## src/rtl/tri_pkg.sv

```systemverilog
`default_nettype none
// ============================================================================
// Module : tri_pkg
// Brief  : Shared coordinate, vertex and triangle types for the assembler.
// Rev    : 1.0 - initial release
// ============================================================================
package tri_pkg;

  localparam int PKG_WII   = 8;
  localparam int PKG_WIF   = 8;
  localparam int CW        = PKG_WII + PKG_WIF;
  localparam int NUM_WORDS = 9;
  localparam int IDX_W     = 4;

  localparam logic [IDX_W-1:0] LAST_IDX = IDX_W'(NUM_WORDS - 1);

  typedef logic signed [CW-1:0] coord_t;
  typedef coord_t [2:0] vertex_t;

  typedef struct packed {
    vertex_t a;
    vertex_t b;
    vertex_t c;
  } triangle_t;

  typedef enum logic [0:0] {
    S_IDLE = 1'b0,
    S_FILL = 1'b1
  } fill_state_t;

endpackage
`default_nettype wire

```

## src/rtl/tri_assembler_if.sv

```systemverilog
`default_nettype none
// ============================================================================
// Module : tri_assembler_if
// Brief  : Coordinate input stream and assembled-triangle output channel.
// Rev    : 1.0 - initial release
// ============================================================================
interface tri_assembler_if;
  import tri_pkg::*;

  logic    in_valid;
  logic    in_ready;
  coord_t  in_data;
  logic    in_sop;

  logic    tri_valid;
  logic    tri_ready;
  vertex_t vertex_a;
  vertex_t vertex_b;
  vertex_t vertex_c;

  modport slave (
    input  in_valid, in_data, in_sop, tri_ready,
    output in_ready, tri_valid, vertex_a, vertex_b, vertex_c
  );

  modport master (
    output in_valid, in_data, in_sop, tri_ready,
    input  in_ready, tri_valid, vertex_a, vertex_b, vertex_c
  );

endinterface
`default_nettype wire

```

## src/rtl/tri_slot_buf.sv

```systemverilog
`default_nettype none
// ============================================================================
// Module : tri_slot_buf
// Brief  : Two-slot triangle store, word-granular write, whole-triangle read.
// Rev    : 1.0 - initial release
// ============================================================================
module tri_slot_buf
  import tri_pkg::*;
(
  input  logic             clk,
  input  logic             rst_n,
  input  logic             i_wr_en,
  input  logic             i_wr_slot,
  input  logic [IDX_W-1:0] i_wr_word,
  input  coord_t           i_wr_data,
  input  logic             i_rd_slot,
  output triangle_t        o_rd_tri
);

  coord_t r_mem [2][NUM_WORDS];

  always_ff @(posedge clk or negedge rst_n) begin
    if (!rst_n) begin
      for (int s = 0; s < 2; s++) begin
        for (int w = 0; w < NUM_WORDS; w++) begin
          r_mem[s][w] <= '0;
        end
      end
    end else if (i_wr_en && (i_wr_word <= LAST_IDX)) begin
      r_mem[i_wr_slot][i_wr_word] <= i_wr_data;
    end
  end

  // Word order in the stream is ax,ay,az,bx,...,cz.
  always_comb begin
    o_rd_tri = '0;
    for (int j = 0; j < 3; j++) begin
      o_rd_tri.a[j] = r_mem[i_rd_slot][j];
      o_rd_tri.b[j] = r_mem[i_rd_slot][j+3];
      o_rd_tri.c[j] = r_mem[i_rd_slot][j+6];
    end
  end

endmodule
`default_nettype wire

```

## src/rtl/tri_assembler.sv

```systemverilog
`default_nettype none
// ============================================================================
// Module : tri_assembler
// Brief  : Frames a serial coordinate stream into double-buffered triangles.
// Rev    : 1.0 - initial release
// ============================================================================
module tri_assembler
  import tri_pkg::*;
#(
  parameter int WII = PKG_WII,
  parameter int WIF = PKG_WIF
) (
  input  logic              clk,
  input  logic              rst_n,
  tri_assembler_if.slave    bus,
  input  logic              flush,
  output logic              sync_err,
  output logic [15:0]       tri_count
);

  generate
    if ((WII != PKG_WII) || (WIF != PKG_WIF)) begin : g_param_check
      $error("tri_assembler: WII/WIF must match tri_pkg coordinate width");
    end
  endgenerate

  fill_state_t      r_state, w_state_nxt;
  logic [IDX_W-1:0] r_word_idx, w_word_idx_nxt;
  logic             r_wr_ptr, r_rd_ptr;
  logic [1:0]       r_count, w_count_nxt;
  logic             r_tri_valid;
  logic             r_sync_err, w_sync_err_nxt;
  logic [15:0]      r_tri_count;
  logic             w_accept, w_pop, w_commit, w_wr_en;
  logic [IDX_W-1:0] w_wr_word;
  triangle_t        w_rd_tri;

  // Depends only on registered occupancy and flush, never on tri_ready.
  assign bus.in_ready = (r_count != 2'd2) && !flush;
  assign w_accept     = bus.in_valid && bus.in_ready;
  assign w_pop        = r_tri_valid && bus.tri_ready;

  always_ff @(posedge clk or negedge rst_n) begin
    if (!rst_n) begin
      r_state <= S_IDLE;
    end else begin
      r_state <= w_state_nxt;
    end
  end

  always_comb begin
    w_state_nxt    = r_state;
    w_word_idx_nxt = r_word_idx;
    w_wr_en        = 1'b0;
    w_wr_word      = r_word_idx;
    w_sync_err_nxt = 1'b0;
    w_commit       = 1'b0;
    w_count_nxt    = r_count;

    if (w_accept) begin
      if (bus.in_sop) begin
        // A start word always opens a new frame; in FILL it drops the partial.
        w_wr_en        = 1'b1;
        w_wr_word      = '0;
        w_word_idx_nxt = IDX_W'(1);
        w_state_nxt    = S_FILL;
        w_sync_err_nxt = (r_state == S_FILL);
      end else if (r_state == S_IDLE) begin
        w_sync_err_nxt = 1'b1;
      end else begin
        w_wr_en = 1'b1;
        if (r_word_idx == LAST_IDX) begin
          w_commit       = 1'b1;
          w_word_idx_nxt = '0;
          w_state_nxt    = S_IDLE;
        end else begin
          w_word_idx_nxt = r_word_idx + IDX_W'(1);
        end
      end
    end

    case ({w_commit, w_pop})
      2'b10:   w_count_nxt = r_count + 2'd1;
      2'b01:   w_count_nxt = r_count - 2'd1;
      default: w_count_nxt = r_count;
    endcase

    if (flush) begin
      w_state_nxt    = S_IDLE;
      w_word_idx_nxt = '0;
      w_count_nxt    = 2'd0;
    end
  end

  always_ff @(posedge clk or negedge rst_n) begin
    if (!rst_n) begin
      r_word_idx  <= '0;
      r_wr_ptr    <= 1'b0;
      r_rd_ptr    <= 1'b0;
      r_count     <= 2'd0;
      r_tri_valid <= 1'b0;
      r_sync_err  <= 1'b0;
      r_tri_count <= 16'd0;
    end else begin
      r_word_idx  <= w_word_idx_nxt;
      r_count     <= w_count_nxt;
      r_tri_valid <= (w_count_nxt != 2'd0);
      r_sync_err  <= w_sync_err_nxt;
      if (w_pop) begin
        r_tri_count <= r_tri_count + 16'd1;
      end
      if (flush) begin
        r_wr_ptr <= 1'b0;
        r_rd_ptr <= 1'b0;
      end else begin
        if (w_commit) begin
          r_wr_ptr <= ~r_wr_ptr;
        end
        if (w_pop) begin
          r_rd_ptr <= ~r_rd_ptr;
        end
      end
    end
  end

  tri_slot_buf u_slot_buf (
    .clk       (clk),
    .rst_n     (rst_n),
    .i_wr_en   (w_wr_en),
    .i_wr_slot (r_wr_ptr),
    .i_wr_word (w_wr_word),
    .i_wr_data (bus.in_data),
    .i_rd_slot (r_rd_ptr),
    .o_rd_tri  (w_rd_tri)
  );

  assign bus.tri_valid = r_tri_valid;
  assign bus.vertex_a  = w_rd_tri.a;
  assign bus.vertex_b  = w_rd_tri.b;
  assign bus.vertex_c  = w_rd_tri.c;
  assign sync_err      = r_sync_err;
  assign tri_count     = r_tri_count;

endmodule
`default_nettype wire
```

## src/flat_wrapper.sv

```systemverilog
// flat-port wrapper written by rule: the top's interface ports become plain ports
module tri_assembler_flat import tri_pkg::*;
#(
  parameter int WII = PKG_WII,
  parameter int WIF = PKG_WIF
)
  (clk, rst_n, flush, sync_err, tri_count, bus_in_valid, bus_in_data, bus_in_sop, bus_tri_ready, bus_in_ready, bus_tri_valid, bus_vertex_a, bus_vertex_b, bus_vertex_c);
  tri_assembler_if bus_i ();
  input  logic clk;
  input  logic rst_n;
  input  logic flush;
  output logic sync_err;
  output logic [15:0] tri_count;
  input wire logic [$bits(bus_i.in_valid)-1:0] bus_in_valid;
  input wire logic [$bits(bus_i.in_data)-1:0] bus_in_data;
  input wire logic [$bits(bus_i.in_sop)-1:0] bus_in_sop;
  input wire logic [$bits(bus_i.tri_ready)-1:0] bus_tri_ready;
  output wire logic [$bits(bus_i.in_ready)-1:0] bus_in_ready;
  output wire logic [$bits(bus_i.tri_valid)-1:0] bus_tri_valid;
  output wire logic [$bits(bus_i.vertex_a)-1:0] bus_vertex_a;
  output wire logic [$bits(bus_i.vertex_b)-1:0] bus_vertex_b;
  output wire logic [$bits(bus_i.vertex_c)-1:0] bus_vertex_c;
  assign bus_i.in_valid = bus_in_valid;
  assign bus_i.in_data = bus_in_data;
  assign bus_i.in_sop = bus_in_sop;
  assign bus_i.tri_ready = bus_tri_ready;
  assign bus_in_ready = bus_i.in_ready;
  assign bus_tri_valid = bus_i.tri_valid;
  assign bus_vertex_a = bus_i.vertex_a;
  assign bus_vertex_b = bus_i.vertex_b;
  assign bus_vertex_c = bus_i.vertex_c;
  tri_assembler #(.WII(WII), .WIF(WIF)) u_core (.clk(clk), .rst_n(rst_n), .bus(bus_i), .flush(flush), .sync_err(sync_err), .tri_count(tri_count));
endmodule
```

## config.mk

```make
export PLATFORM = sky130hd
export DESIGN_NAME = tri_assembler_flat
export DESIGN_NICKNAME = d
export VERILOG_FILES = /design/src/rtl/tri_pkg.sv /design/src/rtl/tri_assembler_if.sv /design/src/rtl/tri_slot_buf.sv /design/src/rtl/tri_assembler.sv /design/src/flat_wrapper.sv
export SDC_FILE = /design/constraint.sdc
export NUM_CORES = 1
export LEC_CHECK = 0
export CAP_MARGIN = 20
export CORE_ASPECT_RATIO = 0.75
export CORE_MARGIN = 3
export CORE_UTILIZATION = 44
export CTS_CLUSTER_DIAMETER = 200
export CTS_CLUSTER_SIZE = 20
export DETAILED_ROUTE_END_ITERATION = 7
export GPL_TIMING_DRIVEN = 0
export HOLD_SLACK_MARGIN = 0.15
export PLACE_DENSITY = 0.71
export SYNTH_ARGS = -nofsm -noshare
export SYNTH_HDL_FRONTEND = slang
export SYNTH_SLANG_ARGS = --single-unit
```

## constraint.sdc

```tcl
create_clock -name clk -period 2.08 [get_ports clk]
set_clock_uncertainty 0.05 [all_clocks]
set_input_delay 0.416 -clock clk [delete_from_list [all_inputs] [get_ports clk]]
set_output_delay 0.416 -clock clk [all_outputs]
set_load 0.02 [all_outputs]
```

* Word-level counts from Yosys, hierarchy flattened
Index checks and enable logic that the tools add are counted.
Cells by class: $mul 0, reductions and logical operators 13, order comparisons 6, shift operators 0, muxes and demuxes 36, div/mod/pow operators 0, bitwise gates (word level) 5, equality and inequality tests 4, add/subtract/negate cells 4
Operators with widths (number):
- $mux 144 | 4
- $bwmux 288 | 1
- $demux 144 s1 | 1
- $demux 16 s4 | 1
- $mux 4 | 7
- $mux 1 | 19
- $add 16x1->16 const B | 1
- $mux 16 | 1
- $reduce_bool 2->1 | 4
- $logic_and 1x1->1 | 6
- $ge 5x5->1 const B | 1
- $lt 5x1->1 const B | 1
- $not 4->5 | 1
- $add 4x1->4 const B | 1
- $eq 4x4->1 const B | 1
- $ge 2x2->1 const B | 2
- $le 4x4->1 const B | 1
- $not 1->2 | 2
- $pmux 2 s2 | 1
- $reduce_bool 3->1 | 1
- $add 2x1->2 const B | 1
- $eq 2x1->1 const B | 1
- $eq 2x2->1 const B | 1
- $lt 2x1->1 const B | 1
- 6 further kinds | 7
Storage, ports and cells: bits in read-only memories 0, memory bits (writable) 0, memories kept 0, bits in registers 315, output and inout port bits 163, latch bits 0, input port bits 22

* Logic depth before layout (Yosys ltp)
Gate-level depths: netlist (run 1).
depth in word-level cells 12, mapped depth 9

* Cells and area by module
From an unflattened synthesis (run 1), not the netlist that was laid out.
Unflattened totals: cell total of the unflattened synthesis 929, area, all modules 13875.8 µm²
Modules (own cells, without submodules):
- tri_slot_buf | seq. area each 7206.9 µm², area an instance 12523.3 µm², times used 1, cells each 804
- tri_assembler | seq. area each 675.6 µm², area an instance 1352.5 µm², times used 1, cells each 125

* Worst setup path before layout (run 1)
OpenSTA, ideal clock, no wires.
path kind input to register, start point in bus_in_sop, end point reg u_core.u_slot_buf.r_mem[21] (netlist bit), path buffers 3, path slack -0.382 ns, stages 8, arrival 2.287 ns, cell sequence buf_6 inv_1 ha_1 nor4_4 and3_1 buf_4 buf_4 mux2_2
On the way: word-level cells in the longest chain between the ends 10, elaborated cells on any way between the ends 15
Ends and longest elaborated chain:
- from (decl) | line flat_wrapper.sv:16 | input wire logic [$bits(bus_i.in_sop)-1:0] bus_in_sop;
- $mux 4 | line tri_assembler.sv:61 | if (bus.in_sop) begin
- $mux 4 | line tri_assembler.sv:60 | if (w_accept) begin
- $not 4->5 (not written as such) | line tri_slot_buf.sv:30 | r_mem[i_wr_slot][i_wr_word] <= i_wr_data;
- $ge 5x5->1 (not written as such) / $lt 5x1->1 (equally long branches) | line tri_slot_buf.sv:30
- $logic_and 1x1->1 (not written as such) | line tri_slot_buf.sv:30
- $mux 16 (not written as such) | line tri_slot_buf.sv:30
- $demux 16 s4 | line tri_slot_buf.sv:30
- $mux 144 (not written as such) | line tri_slot_buf.sv:30
- $demux 144 s1 | line tri_slot_buf.sv:30
- $bwmux 288 | line tri_slot_buf.sv:30
- to (signal, indexed assignment) | line tri_slot_buf.sv:30
- to (decl) | line tri_slot_buf.sv:20 | coord_t r_mem [2][NUM_WORDS];
Several ways; a longest one is shown, not always the timed one. A chain may end at the register's enable or synchronous reset.

* Worst setup path after layout (run 1)
start point reg u_core.r_rd_ptr, end point out bus_vertex_c[11]
On the way: word-level cells in the longest chain between the ends 4
Ends and longest elaborated chain:
- from (decl) | line tri_assembler.sv:29 | logic r_wr_ptr, r_rd_ptr;
- from (signal assigned) | line tri_assembler.sv:120 | r_rd_ptr <= ~r_rd_ptr;
- $not 1->2 (not written as such) | line tri_slot_buf.sv:40 | o_rd_tri.c[j] = r_mem[i_rd_slot][j+6];
- $mux 144 (3 in series)
- to (decl) | line flat_wrapper.sv:22 | output wire logic [$bits(bus_i.vertex_c)-1:0] bus_vertex_c;
Every way passes these cells. The select of a mux whose other input is x is not followed.

==> flow_summary.yaml, run 1 <==
synthesis:
  syn-mean-instance-area_um2: 14.89
  synthArstFlopShare_pct: 100.0
  synth_edf_count: 0
  synth-seq-area-share_pct: 56.21
  synth_area_leader_cell: "dfrtp_1"
  ys.flop_type: "dfrtp_1"
  syn_area_mm2: 0.01402
  synth-seq-cells: 315
  syn_nets: 969
  yosysUniqueCellTypes: 41
  synth_area_leaders: "dfrtp_1, mux2_2, clkbuf_1"
  syn_inst: 942
  yosysWarnings: 0
  netlist.area_leader.share_pct: 56.21
worst_setup_path:
  start_kind: "flip-flop"
  ff2ff_path_depth: 9
  rrSetupSlack_ns: -0.21
  end_kind: "output pin"
  arrival_ns: 1.92
  critical_path.slowest_cell: "dfrtp_2"
  cpPeakStageDelay_ns: 0.46
  worstReg2RegStart: "u_core.r_word_idx[0]$_DFFE_PN0P_"
  crit_chain: "buf_12 -> clkbuf_16 -> clkbuf_16 -> mux2_4 -> buf_6"
  worst_ep_required_time_ns: 1.61
  crit_type: "flip-flop to output pin"
  cp_common_cell: "clkbuf_16"
  rr_endpoint: "u_core.u_slot_buf.r_mem[102]$_DFFE_PN0P_"
  crit_path_max_fanout: 6
placement:
  dp_cells: 1526
  dp_hpwl_um: 25010
  post-place-ws_ns: -1.126
  gp_congestion: 0.8254
  io_buffers: 183
timing:
  worstMarginPinSlew_ns: 0.8069
  final-hold-violation-count: 0
  fin_ws_ns: -0.3101
  period_share_pct: 114.9
  rsz0062_at_grt: "yes"
  tns_ns: -44.56
  fmax_mhz: 418.4
  slew_headroom_pct: 46.21
  setup_viol: 292
  drv_slew: 0
  period_minus_slack_ns: 2.390
final_layout:
  fin_nets: 1249
  syn_to_final_growth_pct: 39.18
  diodes: 0
  final_layout_size_suffix_gt1_share_pct: 62.41
  instances_no_fill: 1620
  fill_cells: 2218
global_route:
  track_usage_pct: 21.84
  antenna_found_initial: 0
  grt_pass1_wl_um: 57310
  grt_max_degree: 120
  first_global_vias: 9098
  grt-ovfl-total: 0
run_status:
  status: "complete, but fails checks"
  violations: "negative setup slack"
power_and_ir_drop:
  power_uw: 11910
  ir_drop_mv: 0.5137
  p_leak_uw: 0.009536
  cellPowerDensity_mw_per_mm2: 610.4
clock_tree:
  cts-root-buf: "clkbuf_16"
  cts_tree: "done"
  worstSkewPairLatency_ns: 0.51
  numClockSinks: 315
  cts_buffers: 19
  ctsHtreeMaxLevel: 1
  path_clk_slew_ns: 0.09
  max-clock-path-buffers: 3
hold_path:
  worstHoldStart: "bus_in_sop"
  min_to: "u_core.r_word_idx[1]$_DFFE_PN0P_"
  hold_class: "input pin to flip-flop"
  hold_path_depth: 4
drt:
  viasPerCell: 5.501
  drt-initial-drc-count: 618
  finalWirelength_um: 40440
  firstDrtPassIters: 4
  wire_per_inst_um: 24.96
  vias: 8911
  post-route-drc-count: 0
  ant_nets: 0
floorplanning:
  fp.dieW_um: 212.1
  pin_count: 185
  core_region_area_mm2: 0.03076
  rows: 55
  die_area_mm2: 0.03407
  die_h_um: 160.6
  start_util_pct: 45.59
run:
  maxCapViolCount: 0
==> report_power, final <==
group | total (uW) | switching (uW) | internal (uW)
clock network | 3610 | 1970 | 1640
logic | 1840 | 914 | 929
registers | 6460 | 123 | 6330
total | 11900 | 3010 | 8900
==> layer usage <==
layer | up-vias | track usage (%) | part of all wire (%)
li1 | 3912 | - | -
met1 | 4730 | 34.33 | 49
met2 | 226 | 32.28 | 45
met3 | 43 | 3.066 | 4.4
met4 | 0 | 4.411 | 2.1
met5 | - | 0 | 0
==> worst max-delay path, delay by kind of cell (launching register included) <==
family	cells	cell delay [ns]
buffers and inverters	4	0.64
flip-flops	1	0.46
multiplexers	1	0.33
==> synth_stat cells, types with 2 or more instances <==
cell      number
xor2_1         6
buf_6          9
nor3_2         5
mux2_2       433
nand2_1       14
nand3_2        5
nor2_1        15
nor3_1         4
nand3_1        4
buf_2          5
a21oi_1        5
and3_1         5
and4_1         4
a32o_1         2
clkbuf_1      36
xnor2_1       13
nor2b_1        2
or3_1          4
ha_1           5
buf_4         14
dfrtp_1      315
nand4_1        3
nand2b_1       5
o21ai_0        3
inv_1          9
nor4_4         2
==> stage by stage <==
step | cell area (um^2) | util (%) | hold slack, ns
CTS | 17700 | 57.54 | 0.1627
detailed placement | 16820 | 54.68 | 0.4158
global route | 19520 | 63.45 | 0.1830
global placement | 16760 | 54.48 | 0.4114
floorplan | 14430 | - | 0.07041
finish | 19520 | 63.45 | 0.1807
==> cell families (layout without fill, tap and decap cells) <==
family / Yosys count / after routing / share of synthesized area, %
xor+xnor: 19 / 19 / 1.187
buf+inv: 74 / 352 / 2.882
fa+ha+maj: 5 / 5 / 0.4461
simple gates: 82 / 83 / 3.846
compound gates: 13 / 13 / 0.5889
flops: 315 / 315 / 56.21
mux: 434 / 434 / 34.84
==> flip-flops by register name, indices dropped and copies added, names as in the netlist <==
name and cells:
u_core.r_count 2, u_core.tri_count 16, u_core.u_slot_buf.r_mem 288, u_core.r_state 1
u_core.sync_err 1, u_core.bus.tri_valid 1, u_core.r_rd_ptr 1, u_core.r_word_idx 4
u_core.r_wr_ptr 1
==> worst max path at each step <==
| stage | start | endpoint | slack (ns) |
|---|---|---|---|
| 3_5_place_dp | bus_in_valid | u_core.u_slot_buf.r_mem[286]$_DFFE_PN0P_ | -1.13 |
| 2_1_floorplan | bus_in_sop | u_core.u_slot_buf.r_mem[10]$_DFFE_PN0P_ | -0.22 |
| 4_1_cts | u_core.r_rd_ptr$_DFFE_PN0P_ | bus_vertex_c[14] | -0.30 |
| 6_report | u_core.r_rd_ptr$_DFFE_PN0P_ | bus_vertex_c[11] | -0.31 |
| 3_3_place_gp | rst_n | u_core.tri_count[15]$_DFFE_PN0P_ | -13.31 |
| 5_1_grt | u_core.r_rd_ptr$_DFFE_PN0P_ | bus_vertex_c[12] | -0.34 |
==> final cells by class <==
| type | count | area (um^2) | area share, % |
|---|---|---|---|
| plain buffers | 54 | 723.2 | 3.705 |
| clock buffers | 19 | 475.5 | 2.436 |
| clock inverters | 1 | 7.507 | 0.03846 |
| inverters | 10 | 45.04 | 0.2308 |
| multi-input cells | 554 | 6862 | 35.16 |
| flip-flops and latches | 315 | 7889 | 40.42 |
| well taps | 399 | 499.2 | 2.558 |
| repair buffers | 268 | 3017 | 15.46 |
==> cell usage in the layout (no fill, tap or decap), types with 6 or more instances in the layout <==
cell and n:
dfrtp_1 310, mux2_4 240, mux2_2 193, buf_6 141, clkbuf_16 42, buf_4 35
clkdlybuf4s50_1 29, buf_2 21, buf_8 19, clkbuf_1 18, buf_12 15, nor2_1 14
nand2_1 14, xnor2_1 12, xor2_1 6, dlymetal6s2s_1 6
==> repair_timing <==
| action | in CTS | in global routing |
|---|---|---|
| cloned | 10 | 18 |
| pin swaps | 14 | 9 |
| setup endpoints to repair | 426 | 358 |
| setup buffers | 30 | 25 |
| resized for setup | 741 | 430 |
| hold buffers | 3 | 0 |
| hold endpoints to repair | 97 | 0 |
Power figures use the tool's default switching activity.
==> inputs of run 2 (changes only) <==
--- a/config.mk
+++ b/config.mk
@@ -15,6 +15,7 @@
 export GPL_TIMING_DRIVEN = 0
 export HOLD_SLACK_MARGIN = 0.15
 export PLACE_DENSITY = 0.71
+export SLEW_MARGIN = 20
 export SYNTH_ARGS = -nofsm -noshare
 export SYNTH_HDL_FRONTEND = slang
 export SYNTH_SLANG_ARGS = --single-unit
==> flow_summary.yaml, run 2 (same netlist as run 1, synthesis figures left out) <==
power_and_ir_drop:
  p_sw_share_pct: 25.47
  p_leak_uw: 0.009443
  p_comb_share_pct: 13.5
  pwr-share-seq_pct: 55.4
  power_uw: 11640
  p_int_uw: 8676
  cellPowerDensity_mw_per_mm2: 604.3
  power.share.clock_pct: 31.2
  ir_drop_mv: 0.4738
  p_switching_uw: 2964
drt:
  drt-initial-drc-count: 578
  firstDrtPassIters: 4
  wire_per_inst_um: 24.36
  viasPerCell: 5.438
  finalWirelength_um: 39710
  ant_nets: 0
  vias: 8864
  post-route-drc-count: 0
timing:
  setup_viol: 203
  period_minus_slack_ns: 2.361
  worstMarginPinSlew_ns: 0.7021
  fmax_mhz: 423.6
  fin_ws_ns: -0.2807
  rsz0062_at_grt: "yes"
  final-hold-violation-count: 0
  drv_slew: 0
  slew_headroom_pct: 53.20
  period_share_pct: 113.5
clock_tree:
  numClockSinks: 315
  ctsHtreeMaxLevel: 1
  path_clk_slew_ns: 0.08
  cts_buffers: 19
  max-clock-path-buffers: 3
  cts-root-buf: "clkbuf_16"
  cts_tree: "done"
  worstSkewPairLatency_ns: 0.50
worst_setup_path:
  cp.buffers_inverters: 4
  start_kind: "flip-flop"
  worst_ep_required_time_ns: 1.61
  crit_type: "flip-flop to output pin"
  crit_path_max_fanout: 9
  arrival_ns: 1.89
  cpPeakStageDelay_ns: 0.42
  crit_chain: "buf_12 -> clkbuf_16 -> clkbuf_16 -> mux2_4 -> buf_6"
  critical_path.slowest_cell: "dfrtp_2"
  end_kind: "output pin"
  path_delay_family: "buffers and inverters"
  cp_common_cell: "clkbuf_16"
floorplanning:
  core_region_area_mm2: 0.03076
  start_util_pct: 45.59
  fp.dieW_um: 212.1
  die_area_mm2: 0.03407
  pin_count: 185
  die_h_um: 160.6
  rows: 55
run:
  maxCapViolCount: 0
final_layout:
  final_layout_size_suffix_gt1_share_pct: 62.88
  syn_to_final_growth_pct: 37.36
  final_util_pct: 62.62
  fin_nets: 1259
  layout_commonest_cell: "dfrtp_1"
  diodes: 0
  top_register: "u_core.u_slot_buf.r_mem"
  fill_cells: 2251
  mostFrequentLayoutCells: "dfrtp_1, mux2_2, mux2_4"
  largest_reg_flops: 288
run_status:
  status: "complete, but fails checks"
  violations: "negative setup slack"
hold_path:
  hold_class: "input pin to flip-flop"
placement:
  gp_congestion: 0.8254
  dp_hpwl_um: 25040
  io_buffers: 183
global_route:
  grt_max_degree: 101
  grt-ovfl-total: 0
  grt_pass1_wl_um: 57020
  first_global_vias: 9100
  track_usage_pct: 21.66
  antenna_found_initial: 0
[run 2: power groups by stage]
stage,logic (uW),registers [uW],clock network (uW)
detailed placement,1570,6560,0
global route,1680,6470,3960
finish,1570,6440,3630
CTS,1470,6440,3720
floorplan,777,6530,0
global placement,1550,6560,0
[run 2: path summary, 6_finish.rpt]
check	cells past startpoint	slack (ns)	from	end
worst max-delay path	5	-0.28	u_core.r_rd_ptr$_DFFE_PN0P_	bus_vertex_c[13]
worst min-delay path	2	0.18	bus_in_sop	u_core.r_state$_DFFE_PN0P_
worst max register to register	8	-0.14	u_core.r_word_idx[2]$_DFFE_PN0P_	u_core.bus.tri_valid$_DFF_PN0_
worst min register to register	1	0.42	u_core.tri_count[15]$_DFFE_PN0P_	u_core.tri_count[15]$_DFFE_PN0P_
max in group asynchronous	4	0.42	rst_n	u_core.u_slot_buf.r_mem[68]$_DFFE_PN0P_
min in group asynchronous	2	0.32	rst_n	u_core.u_slot_buf.r_mem[122]$_DFFE_PN0P_
[run 2: area by class of cell]
| cell class | instances | area (um^2) | share of cell area [%] |
|---|---|---|---|
| clock inverters | 1 | 7.507 | 0.03897 |
| repair buffers | 276 | 2900 | 15.06 |
| well taps | 399 | 499.2 | 2.592 |
| plain buffers | 57 | 764.5 | 3.969 |
| multi-input cells | 553 | 6684 | 34.70 |
| flip-flops and latches | 315 | 7889 | 40.95 |
| inverters | 10 | 42.54 | 0.2209 |
| clock buffers | 19 | 475.5 | 2.468 |
[run 2: layer usage]
metal  GRT usage, %  routed length (um)
met2          31.83               17550
met3          3.046                2280
met1          34.37               19120
met4          4.016                 757
met5              0                   0
[run 2: timing repair]
item	4_1_cts	5_1_grt
buffers inserted	31	32
endpoints found under the hold margin	48	0
pin swaps	7	16
setup endpoints to repair	426	359
cloned	9	16
hold buffers	2	0
gates resized for setup	783	275
[run 2: per-stage QoR]
step	hold WS [ns]	worst slack, ns	cells	setup TNS, ns	cell area [um^2]
final	0.1813	-0.2807	1630	-34.09	19260
after global routing	0.1610	-0.3132	1630	-46.28	19260
after CTS	0.1590	-0.3046	1583	-37.23	17820
after detailed placement	0.2686	-1.114	1527	-280.18	16850
after global placement	0.4114	-13.31	1524	-4460.36	16760
after floorplan	0.07041	-0.2215	942	-16.99	14430
